[src/rtl/tx_frame_sched_cond.sv]
// -----------------------------------------------------------------------------
// tx_frame_sched_cond
// Transmit-side framing scheduler. It drives the 4-bit symbol select of the TX
// input multiplexer. The block does the following:
//   - arbitrates between pending TLP and DLLP requests (round-robin when both
//     are pending),
//   - frames each packet as STP/SDP, payload, then END (or EDB on abort),
//   - inserts a COM+SKP ordered set at packet boundaries when one is due,
//   - selects IDL otherwise.
//
// Optional feature macro: TX_SCHED_SKP_EN
//   When defined, the periodic COM/SKP ordered-set scheduling is built in.
//   When undefined, the skip counter and the COM/SKP states are absent.
//
// Ports:
//   CLK        in   1      clock, rising edge
//   reset      in   1      synchronous, active-high
//   ENB        in   1      enable; low freezes all state and outputs
//   tlp_req    in   1      TLP pending, held until tlp_ack
//   tlp_len    in   LEN_W  TLP payload length (0 treated as 1), sampled at grant
//   dllp_req   in   1      DLLP pending, held until dllp_ack
//   tlp_abort  in   1      nullify the TLP currently in its payload
//   CTRL       out  4      mux select (0 data,1 COM,2 PAD,3 SKP,4 STP,5 SDP,
//                          6 END,7 EDB,8 FTS,9 IDL)
//   tlp_ack    out  1      pulse in the STP cycle
//   dllp_ack   out  1      pulse in the SDP cycle
//   data_rd    out  1      high on each payload (CTRL=0) cycle
//   busy       out  1      high whenever not idle
// -----------------------------------------------------------------------------
module tx_frame_sched_cond #(
  parameter int LEN_W        = 4,
  parameter int DLLP_LEN     = 6,
  parameter int N_SKP        = 3,
  parameter int SKP_INTERVAL = 16
) (
  input  logic             CLK,
  input  logic             reset,
  input  logic             ENB,
  input  logic             tlp_req,
  input  logic [LEN_W-1:0] tlp_len,
  input  logic             dllp_req,
  input  logic             tlp_abort,
  output logic [3:0]       CTRL,
  output logic             tlp_ack,
  output logic             dllp_ack,
  output logic             data_rd,
  output logic             busy
);

  localparam int DLLP_W = $clog2(DLLP_LEN + 1);
  localparam int CNT_W  = (LEN_W > DLLP_W) ? LEN_W : DLLP_W;

  localparam logic [3:0] SEL_DATA = 4'd0;
  localparam logic [3:0] SEL_COM  = 4'd1;
  localparam logic [3:0] SEL_SKP  = 4'd3;
  localparam logic [3:0] SEL_STP  = 4'd4;
  localparam logic [3:0] SEL_SDP  = 4'd5;
  localparam logic [3:0] SEL_END  = 4'd6;
  localparam logic [3:0] SEL_EDB  = 4'd7;
  localparam logic [3:0] SEL_IDL  = 4'd9;

  typedef enum logic [2:0] {
    ST_IDLE  = 3'd0,
    ST_START = 3'd1,
    ST_DATA  = 3'd2,
    ST_END   = 3'd3,
`ifdef TX_SCHED_SKP_EN
    ST_COM   = 3'd5,
    ST_SKP   = 3'd6,
`endif
    ST_ABORT = 3'd4
  } state_t;

  state_t           state_r, state_nxt;
  logic             is_tlp_r, is_tlp_nxt;
  logic [CNT_W-1:0] len_cnt_r, len_cnt_nxt;
  logic             rr_r, rr_nxt;
  logic             decide_s;
  logic             skp_pend_s;
  logic [3:0]       ctrl_nxt;
  logic             tlp_ack_nxt, dllp_ack_nxt, data_rd_nxt, busy_nxt;

`ifdef TX_SCHED_SKP_EN
  localparam int SKP_W = $clog2(SKP_INTERVAL);
  localparam int IDX_W = $clog2(N_SKP + 1);

  logic [SKP_W-1:0] skp_cnt_r;
  logic             skp_pend_r;
  logic [IDX_W-1:0] skp_idx_r, skp_idx_nxt;
  logic             skp_expire_s;

  assign skp_expire_s = (skp_cnt_r == SKP_W'(SKP_INTERVAL - 1));
  assign skp_pend_s   = skp_pend_r;

  // Skip interval counter and single-entry pending flag; a new expiry beats
  // the clear that happens while COM is on the wire.
  always_ff @(posedge CLK) begin
    if (reset) begin
      skp_cnt_r  <= {SKP_W{1'b0}};
      skp_pend_r <= 1'b0;
      skp_idx_r  <= {IDX_W{1'b0}};
    end else if (ENB) begin
      skp_cnt_r <= skp_expire_s ? {SKP_W{1'b0}} : skp_cnt_r + SKP_W'(1);
      if (skp_expire_s) begin
        skp_pend_r <= 1'b1;
      end else if (state_r == ST_COM) begin
        skp_pend_r <= 1'b0;
      end
      skp_idx_r <= skp_idx_nxt;
    end
  end
`else
  assign skp_pend_s = 1'b0;
`endif

  // Next-state logic: packet sequencing plus the shared decision point.
  always_comb begin
    state_nxt   = state_r;
    is_tlp_nxt  = is_tlp_r;
    len_cnt_nxt = len_cnt_r;
    rr_nxt      = rr_r;
    decide_s    = 1'b0;
`ifdef TX_SCHED_SKP_EN
    skp_idx_nxt = skp_idx_r;
`endif
    case (state_r)
      ST_IDLE, ST_END, ST_ABORT: decide_s = 1'b1;
      ST_START: state_nxt = ST_DATA;
      ST_DATA: begin
        // Abort only applies to TLPs; it overrides the normal END.
        if (is_tlp_r && tlp_abort) begin
          state_nxt = ST_ABORT;
        end else if (len_cnt_r == CNT_W'(1)) begin
          state_nxt = ST_END;
        end else begin
          len_cnt_nxt = len_cnt_r - CNT_W'(1);
        end
      end
`ifdef TX_SCHED_SKP_EN
      ST_COM: begin
        state_nxt   = ST_SKP;
        skp_idx_nxt = {IDX_W{1'b0}};
      end
      ST_SKP: begin
        if (skp_idx_r == IDX_W'(N_SKP - 1)) begin
          decide_s = 1'b1;
        end else begin
          skp_idx_nxt = skp_idx_r + IDX_W'(1);
        end
      end
`endif
      default: state_nxt = ST_IDLE;
    endcase

    if (decide_s) begin
      if (skp_pend_s) begin
`ifdef TX_SCHED_SKP_EN
        state_nxt = ST_COM;
`else
        state_nxt = ST_IDLE;
`endif
      end else if (tlp_req && (!dllp_req || !rr_r)) begin
        state_nxt   = ST_START;
        is_tlp_nxt  = 1'b1;
        len_cnt_nxt = (tlp_len == {LEN_W{1'b0}}) ? CNT_W'(1) : CNT_W'(tlp_len);
        rr_nxt      = ~rr_r;
      end else if (dllp_req) begin
        state_nxt   = ST_START;
        is_tlp_nxt  = 1'b0;
        len_cnt_nxt = CNT_W'(DLLP_LEN);
        rr_nxt      = ~rr_r;
      end else begin
        state_nxt = ST_IDLE;
      end
    end else begin
      rr_nxt = rr_r;
    end
  end

  // Output decode from the upcoming state so outputs can be registered
  // without adding a cycle of latency.
  always_comb begin
    ctrl_nxt     = SEL_IDL;
    tlp_ack_nxt  = 1'b0;
    dllp_ack_nxt = 1'b0;
    data_rd_nxt  = 1'b0;
    busy_nxt     = 1'b1;
    case (state_nxt)
      ST_IDLE: busy_nxt = 1'b0;
      ST_START: begin
        if (is_tlp_nxt) begin
          ctrl_nxt    = SEL_STP;
          tlp_ack_nxt = 1'b1;
        end else begin
          ctrl_nxt     = SEL_SDP;
          dllp_ack_nxt = 1'b1;
        end
      end
      ST_DATA: begin
        ctrl_nxt    = SEL_DATA;
        data_rd_nxt = 1'b1;
      end
      ST_END:   ctrl_nxt = SEL_END;
      ST_ABORT: ctrl_nxt = SEL_EDB;
`ifdef TX_SCHED_SKP_EN
      ST_COM:   ctrl_nxt = SEL_COM;
      ST_SKP:   ctrl_nxt = SEL_SKP;
`endif
      default: busy_nxt = 1'b0;
    endcase
  end

  // State and registered outputs; ENB low holds everything.
  always_ff @(posedge CLK) begin
    if (reset) begin
      state_r   <= ST_IDLE;
      is_tlp_r  <= 1'b0;
      len_cnt_r <= {CNT_W{1'b0}};
      rr_r      <= 1'b0;
      CTRL      <= SEL_IDL;
      tlp_ack   <= 1'b0;
      dllp_ack  <= 1'b0;
      data_rd   <= 1'b0;
      busy      <= 1'b0;
    end else if (ENB) begin
      state_r   <= state_nxt;
      is_tlp_r  <= is_tlp_nxt;
      len_cnt_r <= len_cnt_nxt;
      rr_r      <= rr_nxt;
      CTRL      <= ctrl_nxt;
      tlp_ack   <= tlp_ack_nxt;
      dllp_ack  <= dllp_ack_nxt;
      data_rd   <= data_rd_nxt;
      busy      <= busy_nxt;
    end
  end

endmodule

[config.mk]
export PLATFORM = sky130hd
export DESIGN_NAME = tx_frame_sched_cond
export DESIGN_NICKNAME = d
export VERILOG_FILES = /design/src/rtl/tx_frame_sched_cond.sv
export SDC_FILE = /design/constraint.sdc
export NUM_CORES = 1
export LEC_CHECK = 0
export BUFFER_PORTS_ARGS = -buffer_cell sky130_fd_sc_hd__clkbuf_2
export CORE_UTILIZATION = 56
export CTS_CLUSTER_DIAMETER = 50
export DETAILED_ROUTE_END_ITERATION = 8
export PLACE_DENSITY = 0.81
export SLEW_MARGIN = 10
export SYNTH_ARGS = -nofsm -noshare
export SYNTH_HDL_FRONTEND = slang
export SYNTH_SLANG_ARGS = --single-unit
[constraint.sdc]
create_clock -name CLK -period 3.66 [get_ports CLK]
set_clock_uncertainty 0.15 [all_clocks]
set_input_delay 0.732 -clock CLK [delete_from_list [all_inputs] [get_ports CLK]]
set_output_delay 0.732 -clock CLK [all_outputs]
set_load 0.1 [all_outputs]
==> results.cfg <==
[grt]
track_usage = 0.244
antenna_found_initial = 0
grt_pass1_wl_mm = 3.33
grt-ovfl-total = 0
grt_max_degree = 21
grt_pass1_vias = 794

[worst_setup_path]
cpPeakStageDelay_ns = 0.60
r2r_start = state_r[1]
worstSetupEndpointType = flop
crit_fanout = 16
cpMaxStageDelayCell = or4b_1
r2r_setup_slack_ns = 1.66
r2r_cells = 4
r2r_end = len_cnt_r[0]
path_class = in2reg
crit_chain = clkbuf_2 > inv_1 > or4b_1 > o22a_1 > a21oi_2
start_kind = primary input
worstPathArrival_ns = 2.23
worstPathRequired_ns = 3.73

[sta]
slew_viol_final = 0
hold_ws_ns = 0.311
fin_setup_tns_ns = 0
finalSetupViolations = 0
finalCritPeriodShare = 0.591
worstMarginPinSlew_ns = 0.544
fin_crit_ns = 2.16
final_hold_viol_count = 0
max_freq_mhz = 462
rsz0062_at_grt = false
slew-limit-headroom = 0.636

[clocking]
clock_latency_ns = 0.28
cts_resized = 0
holdBufCountCts = 0
clock-root-buffer = clkbuf_4
htree_levels = 1
clk_pin_slew_worst_paths_ns = 0.09
cts_setup_buffers = 0
clk_path_buf_depth = 2
cts.sinks = 17
cts_tree = yes
numCtsBuffers = 3

[routing]
drt_pass1_iterations = 4
wl_per_cell_um = 14.3
drc = 0
num_vias = 902
viasPerCell = 6.40
wl_mm = 2.02
antenna_left = 0
drt_iter0_drc = 30

[synth]
yosys_register_bits = 17
ys_seq_area_frac = 0.375
syn_inst = 109
ys_warn_count = 0
syn_avg_cell_area_um2 = 8.33
netlist_top_cells_area = dfxtp_1, a21oi_1, nand2_1
synth_top_area_share = 0.375
syn-cell-area_um2 = 908
yosysUniqueCellTypes = 42
yosysTopAreaCell = dfxtp_1
syn_nets = 121

[final_layout]
seq_area_um2 = 340
postLayoutCoreUtil = 0.678
drive_gt1_frac = 0.176
multi_input_area_um2 = 523
layout_common_cells = dfxtp_1, clkbuf_2, nor2_1, nand2_1, inv_1
fillers = 130
diodes = 0
final_area_um2 = 1020
layout.nets = 138
area_growth_pct = 12.4

[min_path]
hold_depth = 1
hold_class = reg2reg
whs_endpoint = busy
min_from = busy

[floorplan]
ios = 18
fp-row-count = 14
die-area_um2 = 1790
die_h_um = 42.3
core_um2 = 1510
die_w_um = 42.3
start_util = 0.603

[placement]
hpwl_mm = 1.50
placed_area_um2 = 995
place_congestion = 0.852
io_buffers = 17

[status]
status = finished, final reports clean

[power_and_ir_drop]
vdd_ir_drop_max_uv = 304
power-per-cell-area_nw_per_um2 = 436
p_leak_uw = 0.000407

[flow_run]
timing.max_cap.violations = 0
==> critical path, delay by kind of cell <==
family                 cells  cell delay [ns]
buffers and inverters      2             0.53
AOI/OAI and AO/OA          2             0.36
and+or+nand+nor            1             0.60
==> cells in the mapped netlist <==
cell	count
o22ai_1	2
a21o_1	1
o22a_1	2
o21a_1	1
nor2b_1	4
a21oi_2	1
xor2_1	1
a2111oi_0	1
a21oi_1	6
and2b_1	1
buf_1	1
o21ai_0	1
nor4_1	4
or4b_1	1
nand2b_1	1
inv_1	7
nor2_1	8
a22oi_1	1
nand2_1	8
a221oi_1	1
a31oi_1	2
ha_1	2
o32ai_1	1
o21bai_1	1
o221ai_1	2
a41oi_1	1
nor3_1	3
and3b_1	1
a21bo_2	1
nor3b_1	3
a311oi_1	2
a2bb2oi_1	1
clkbuf_1	4
nand3_1	4
o311ai_1	1
dfxtp_1	17
or3_1	2
or3b_1	1
a211oi_1	1
o211ai_1	4
and4_1	1
a21boi_1	1
==> layer usage <==
layer  GRT usage  wire, um  vias to the layer above  part of all wire
met5           0         0                        -                 0
met4       0.100        10                        0            0.0050
met3      0.0776       155                        2             0.077
met2       0.363       947                       42              0.47
met1       0.328       906                      414              0.45
li1            -         -                      444                 -
==> flip-flops by register name, summed over array words and instances, names as in the netlist <==
name and cells:
CTRL 4, busy 1, data_rd 1, dllp_ack 1
is_tlp_r 1, len_cnt_r 4, rr_r 1, state_r 3
tlp_ack 1
==> through the flow <==
stage	cells	power [uW]	worst slack (ns)
2_1_floorplan	109	323	1.76
3_3_place_gp	137	348	1.28
3_5_place_dp	137	351	1.21
4_1_cts	141	450	1.51
5_1_grt	141	468	1.45
6_report	141	445	1.50
==> layout make-up <==
type                       count  area share
clock buffer                   4      0.0257
inverter                       7      0.0257
multi-input combinational     80       0.512
sequential                    17       0.333
tap                           16      0.0196
timing repair buffer          17      0.0833
==> report_power, final <==
part,switching (uW),total (uW),internal [uW]
registers,14.6,215,200
clock network,54.0,96.3,42.3
logic,94.2,134,39.7
total,163,445,282
==> cell families after synthesis <==
group / count (synthesis) / synth area share
AO/OA/AOI/OAI: 35 / 0.285
adder cells (fa/ha/maj): 2 / 0.0275
XOR/XNOR: 1 / 0.00964
AND/OR/NAND/NOR: 42 / 0.253
buffers and inverters: 12 / 0.0496
flip-flops: 17 / 0.375
==> worst max path at each step <==
| stage | start | depth (start not counted) | endpoint |
|---|---|---|---|
| global placement | ENB | 5 | len_cnt_r[0] |
| floorplan | tlp_abort | 4 | len_cnt_r[0] |
| global route | ENB | 5 | len_cnt_r[0] |
| detailed placement | ENB | 5 | len_cnt_r[0] |
| CTS | ENB | 5 | len_cnt_r[0] |
| finish | ENB | 5 | len_cnt_r[0] |
Note: power is estimated with default switching activity, not from simulation.
